`src/rtl/ram_scan_disp.sv`:
```
// Tick-paced RAM with manual/auto-scan registered read, hardware clear after reset and 7-seg output.
// Define RAM_SCAN_ADDR_DISP_EN to add hex_addr, showing the address of the word held in q.
//
// state    | meaning
// ---------+------------------------------------------------------------
// ST_CLEAR | zero one RAM location per clk; ticks and user inputs ignored
// ST_RUN   | on each tick: optional write, registered read, pointer update
module ram_scan_disp #(
    parameter int DATA_WIDTH = 8,
    parameter int ADDR_WIDTH = 4,
    parameter int TICK_DIV   = 50000000
) (
    input  logic                                clk,
    input  logic                                rst,
    input  logic                                we,
    input  logic [ADDR_WIDTH-1:0]               wr_addr,
    input  logic [DATA_WIDTH-1:0]               wr_data,
    input  logic [ADDR_WIDTH-1:0]               rd_addr,
    input  logic                                scan,
    output logic                                busy,
    output logic [DATA_WIDTH-1:0]               q,
    output logic [ADDR_WIDTH-1:0]               rd_ptr,
    output logic [7*((DATA_WIDTH+3)/4)-1:0]     hex
`ifdef RAM_SCAN_ADDR_DISP_EN
    ,
    output logic [7*((ADDR_WIDTH+3)/4)-1:0]     hex_addr
`endif
);

    localparam int DEPTH   = 2**ADDR_WIDTH;
    localparam int NUM_HEX = (DATA_WIDTH+3)/4;
    localparam int CNT_W   = (TICK_DIV > 1) ? $clog2(TICK_DIV) : 1;

    typedef enum logic {ST_CLEAR, ST_RUN} state_t;

    state_t                 state, state_nxt;
    logic [CNT_W-1:0]       tick_cnt;
    logic                   tick;
    logic [ADDR_WIDTH-1:0]  clr_addr;
    logic                   clr_we;
    logic                   run_tick;
    logic [DATA_WIDTH-1:0]  mem [DEPTH];

    function automatic logic [6:0] seg7(input logic [3:0] v);
        case (v)
            4'h0:    seg7 = 7'b1000000;
            4'h1:    seg7 = 7'b1111001;
            4'h2:    seg7 = 7'b0100100;
            4'h3:    seg7 = 7'b0110000;
            4'h4:    seg7 = 7'b0011001;
            4'h5:    seg7 = 7'b0010010;
            4'h6:    seg7 = 7'b0000010;
            4'h7:    seg7 = 7'b1111000;
            4'h8:    seg7 = 7'b0000000;
            4'h9:    seg7 = 7'b0010000;
            4'hA:    seg7 = 7'b0001000;
            4'hB:    seg7 = 7'b0000011;
            4'hC:    seg7 = 7'b1000110;
            4'hD:    seg7 = 7'b0100001;
            4'hE:    seg7 = 7'b0000110;
            default: seg7 = 7'b0001110;
        endcase
    endfunction

    assign tick = (tick_cnt == CNT_W'(TICK_DIV-1));

    always_ff @(posedge clk) begin
        if (rst)       tick_cnt <= '0;
        else if (tick) tick_cnt <= '0;
        else           tick_cnt <= tick_cnt + CNT_W'(1);
    end

    always_ff @(posedge clk) begin
        if (rst) state <= ST_CLEAR;
        else     state <= state_nxt;
    end

    always_comb begin
        state_nxt = state;
        clr_we    = 1'b0;
        run_tick  = 1'b0;
        case (state)
            ST_CLEAR: begin
                clr_we = 1'b1;
                if (clr_addr == ADDR_WIDTH'(DEPTH-1)) state_nxt = ST_RUN;
            end
            ST_RUN: begin
                run_tick = tick;
            end
            default: state_nxt = ST_CLEAR;
        endcase
    end

    assign busy = (state == ST_CLEAR);

    always_ff @(posedge clk) begin
        if (rst)         clr_addr <= '0;
        else if (clr_we) clr_addr <= clr_addr + ADDR_WIDTH'(1);
    end

    // RAM has no reset of its own; the clear sequence zeroes it instead.
    always_ff @(posedge clk) begin
        if (!rst) begin
            if (clr_we)              mem[clr_addr] <= '0;
            else if (run_tick && we) mem[wr_addr]  <= wr_data;
        end
    end

    // Read uses the pre-tick pointer and pre-write contents (read-old on collision).
    always_ff @(posedge clk) begin
        if (rst) begin
            q      <= '0;
            rd_ptr <= '0;
        end else if (run_tick) begin
            q      <= mem[rd_ptr];
            rd_ptr <= scan ? rd_ptr + ADDR_WIDTH'(1) : rd_addr;
        end
    end

    logic [4*NUM_HEX-1:0] q_ext;
    assign q_ext = (4*NUM_HEX)'(q);

    for (genvar i = 0; i < NUM_HEX; i++) begin : g_hex
        assign hex[7*i +: 7] = seg7(q_ext[4*i +: 4]);
    end

`ifdef RAM_SCAN_ADDR_DISP_EN
    localparam int NUM_HEX_A = (ADDR_WIDTH+3)/4;

    logic [ADDR_WIDTH-1:0]  addr_shown;
    logic [4*NUM_HEX_A-1:0] addr_ext;

    always_ff @(posedge clk) begin
        if (rst)           addr_shown <= '0;
        else if (run_tick) addr_shown <= rd_ptr;
    end

    assign addr_ext = (4*NUM_HEX_A)'(addr_shown);

    for (genvar j = 0; j < NUM_HEX_A; j++) begin : g_hex_addr
        assign hex_addr[7*j +: 7] = seg7(addr_ext[4*j +: 4]);
    end
`endif

endmodule

```
`config.mk`:
```
export PLATFORM = sky130hd
export DESIGN_NAME = ram_scan_disp
export DESIGN_NICKNAME = d
export VERILOG_FILES = /design/src/rtl/ram_scan_disp.sv
export SDC_FILE = /design/constraint.sdc
export NUM_CORES = 1
export LEC_CHECK = 0
export ABC_AREA = 0
export ABC_CLOCK_PERIOD_IN_PS = 2250
export BUFFER_PORTS_ARGS = -buffer_cell sky130_fd_sc_hd__buf_2
export CELL_PAD_IN_SITES_DETAIL_PLACEMENT = 1
export CELL_PAD_IN_SITES_GLOBAL_PLACEMENT = 2
export CORE_MARGIN = 2
export CORE_UTILIZATION = 41
export CTS_BUF_LIST = sky130_fd_sc_hd__clkbuf_4
export DETAILED_ROUTE_END_ITERATION = 12
export HOLD_SLACK_MARGIN = 0.15
export PLACE_DENSITY = 0.86
export SYNTH_ARGS = -nofsm -noshare
export SYNTH_HDL_FRONTEND = slang
export SYNTH_SLANG_ARGS = --single-unit
```
`constraint.sdc`:
```
create_clock -name clk -period 2.25 [get_ports clk]
set_input_delay 0.3375 -clock clk [delete_from_list [all_inputs] [get_ports clk]]
set_output_delay 0.3375 -clock clk [all_outputs]
set_load 0.02 [all_outputs]
```
==> tab_implementation.tex <==
\begin{tabular}{lr}
\hline
Metric & Value \\
\hline
\multicolumn{2}{l}{\textbf{Synthesis}} \\
\quad Cell type contributing the most total cell area after synthesis & edfxtp\_1 \\
\quad Syn Nets & 587 \\
\quad Summed instance area of the synthesized netlist & 7600 sq um \\
\quad Most instantiated flip-flop cell in the synthesis netlist & edfxtp\_1 \\
\quad Number of enable-type register cells in the synthesized netlist & around 130 \\
\quad Area share of the largest cell type after synthesis & between 50\% and 60\% \\
\quad Register area share after synthesis & between 60 and 70\% \\
\quad Cell variety after synth & 50 \\
\quad Leading post-synthesis cells by cell area & edfxtp\_1, dfxtp\_1, mux4\_2 \\
\quad Syn Inst Count & between 500 and 600 \\
\quad Avg Cell Area, Syn & between 10 and 15 sq um \\
\quad Register bit total from synthesis & $\sim$170 \\
\quad Count of warnings emitted by yosys & 0 \\
\quad Synth async-reset ratio & 0\% \\
\multicolumn{2}{l}{\textbf{Routing}} \\
\quad Routed wire length & about 20 mm \\
\quad Number of detailed-route iterations in the first pass & 8 \\
\quad Number of vias in the routed layout & between 4000 and 5000 \\
\quad Initial DRC Count & between 300 and 400 \\
\quad Average routed wire per standard cell & $\sim$21 microns \\
\quad Post-route antenna net violation count & 0 \\
\quad Remaining routing DRC violations & 5 \\
\quad Drt via density & between 5 and 6 \\
\multicolumn{2}{l}{\textbf{Final layout}} \\
\quad Final instance area & 9620 sq um \\
\quad Total inserted antenna cells & 0 \\
\quad Layout cells sized above 1 & 40.5\% \\
\quad Most frequent cells in the layout & edfxtp\_1, buf\_4, nand2\_1 \\
\quad Growth of design area from synthesis to finish & 26.6\% \\
\quad Number of nets in the final layout & roughly 700 \\
\quad Most frequent standard cell in the layout excluding fill and tap cells & edfxtp\_1 \\
\quad Non-Filler Instances & a little over 900 \\
\quad Count of fill cells added during filler insertion & $\sim$1800 \\
\multicolumn{2}{l}{\textbf{Placement}} \\
\quad Cell count after placement & 853 \\
\quad Sum of net half-perimeters after detailed placement & between 10 and 15 mm \\
\quad Final Wtd Congestion & 0.818 \\
\quad Post-placement worst setup slack & -0.167 ns \\
\quad Count of port buffers added during placement & 46 \\
\quad Instance area after placement & roughly 8600 sq um \\
\multicolumn{2}{l}{\textbf{STA}} \\
\quad Max-slew violation count & 0 \\
\quad Transition time at the pin with the least slew margin & between 0.6 and 0.7 ns \\
\quad Total count of hold-check failures in the final report & 0 \\
\quad Remaining max-slew budget at the tightest pin & approximately 55\% \\
\quad Final worst-path setup slack & -0.152 ns \\
\quad Max Fclk & 416 MHz \\
\quad Final min period & 2.40 ns \\
\quad Fraction of the cycle the final worst path needs & 107\% \\
\quad Setup TNS & -10.94 ns \\
\quad Endpoints failing setup & around 110 \\
\quad Worst Skew & 0.0228 ns \\
\quad RSZ-0062 raised after global routing & yes \\
\quad Post-route worst hold slack & between 0.2 and 0.25 ns \\
\multicolumn{2}{l}{\textbf{GRT}} \\
\quad All-layer global routing usage & 20.5\% \\
\quad First-pass GRT wire length & approximately 30 mm \\
\quad Initial antenna violation count & 0 \\
\quad Maximum number of pins on one net before global-route repair & 34 \\
\quad Vias in the first global route & roughly 5200 \\
\quad Remaining Overflow, GRT & 0 \\
\multicolumn{2}{l}{\textbf{Setup path}} \\
\quad Critical Path Fanout Max & 8 \\
\quad Kind of end point of the critical path & flip-flop \\
\quad Worst Setup Start Kind & flip-flop \\
\quad Arrival time of data at the critical path endpoint & about 2.7 ns \\
\quad Worst Setup Path Type & flip-flop to flip-flop \\
\quad Data required time at the worst endpoint & roughly 2.5 ns \\
\multicolumn{2}{l}{\textbf{Floorplan}} \\
\quad Die height & about 140 microns \\
\quad Die Outline Area & approximately 20000 sq um \\
\quad Die Span X & about 140 microns \\
\quad Site row count & 49 \\
\quad Starting utilization of the core area & between 40\% and 50\% \\
\quad Number of top-level pins & 47 \\
\quad Std-Cell Core Area & roughly 18000 sq um \\
\multicolumn{2}{l}{\textbf{Status}} \\
\quad Failing checks & DRC, setup timing \\
\quad Outcome & finished with violations \\
\multicolumn{2}{l}{\textbf{Clock tree}} \\
\quad Number of buffers on the longest clock path & 2 \\
\quad Insertion delay to the later sink of the worst-skew pair & 0.58 ns \\
\quad H-tree depth & 4 \\
\quad Buffer cell driving the clock tree root & clkbuf\_4 \\
\quad Clock Sink Count & 171 \\
\quad Clock edge transition at the registers on the reported setup and hold paths & $\sim$0.15 ns \\
\quad CTS tree & done \\
\quad Number of buffers inserted during clock tree synthesis & 17 \\
\multicolumn{2}{l}{\textbf{Pwr}} \\
\quad Maximum vdd ir drop & around 0.00046 V \\
\quad Power density over the cells & a little under 600 nW/um\^{}2 \\
\quad Static power due to leakage & 3.44 nW \\
\multicolumn{2}{l}{\textbf{Hold path}} \\
\quad Type of the most critical hold path & input port to flip-flop \\
\multicolumn{2}{l}{\textbf{Job}} \\
\quad Max-cap check violation count & 0 \\
\hline
\end{tabular}
[sequential cells by signal (all words and copies together), names as in the netlist]
name / count
rd_ptr: 4
q: 8
clr_addr: 4
state: 1
mem: 128
tick_cnt: 26
[timing repair]
action	CTS	global route
gates cloned	0	1
resized for setup	66	50
endpoints found under the setup margin	245	267
setup buffers	13	7
hold endpoints to repair	3	0
hold buffers	5	0
pin swaps	14	15
[metal layers]
layer | vias up | GRT usage, % | share of wire [%]
li1 | 2303 | - | -
met1 | 2512 | 24.9 | 42
met2 | 139 | 35.8 | 51
met3 | 27 | 5.20 | 5.1
met4 | 0 | 6.91 | 1.9
met5 | - | 0 | 0
[path summary, 6_finish.rpt]
check	start	end	slack [ns]	cells past startpoint
setup reg to reg	tick_cnt[21]	mem[14][6]	-0.15	6
hold / removal	rd_addr[3]	rd_ptr[3]	0.21	4
hold reg to reg	clr_addr[3]	state	0.52	2
setup / recovery	tick_cnt[21]	mem[14][6]	-0.15	6
[metrics by stage]
stage | power [mW] | util (%)
finish | 5.64 | 53.2
global route | 5.82 | 53.2
CTS | 5.69 | 51.7
detailed placement | 3.66 | 47.7
global placement | 3.65 | 47.7
floorplan | 3.58 | -
[kinds of logic (layout without fill, tap and decap cells)]
kind of cell,Yosys count,count (layout),share of synthesized area [%]
and+or+nand+nor,192,192,13.7
muxes,50,50,12.0
adders and majority gates,15,15,2.47
DFF,171,171,61.9
buffers and inverters,40,170,2.19
xor gates and xnor gates,22,22,2.54
AOI/OAI and AO/OA,62,62,5.17
[where the power goes]
group          switching [mW]  internal [mW]  leakage (nW)
combinational           0.114         0.0962          1.60
clock                    1.13          0.904         0.172
sequential             0.0238           3.38          1.67
[cell type report]
cell class,count,area [sq um],share of cell area (%)
Clock buffer,17,128,1.33
Clock inverter,15,209,2.17
Inverter,11,58.8,0.611
Multi-Input combinational cell,341,3120,32.4
Sequential cell,171,4740,49.3
Tap cell,229,287,2.98
Timing Repair Buffer,127,1080,11.3
[cells in the mapped netlist (3+ instances only)]
cell type	number
and4_1	6
nor2_1	61
o21ai_0	15
nand4_1	5
buf_1	4
mux2i_1	16
ha_1	15
xnor2_1	8
or3_1	6
nor3b_1	10
xor2_1	14
and2_1	11
and3_1	4
nand2_1	47
mux4_2	33
nor2b_1	9
edfxtp_1	128
nor4_4	3
inv_1	11
nand3_1	8
a22oi_1	16
a21oi_1	20
buf_2	10
dfxtp_1	43
nor3_1	6
clkbuf_1	14
[critical path: stages (launching register included)]
cell      delay, ns
dfxtp_2        0.37
nand4_2        0.11
or4_4          0.61
buf_6          0.15
nor4_4         0.35
o21bai_4       0.22
nor2_4         0.29
Power figures use the tool's default switching activity.
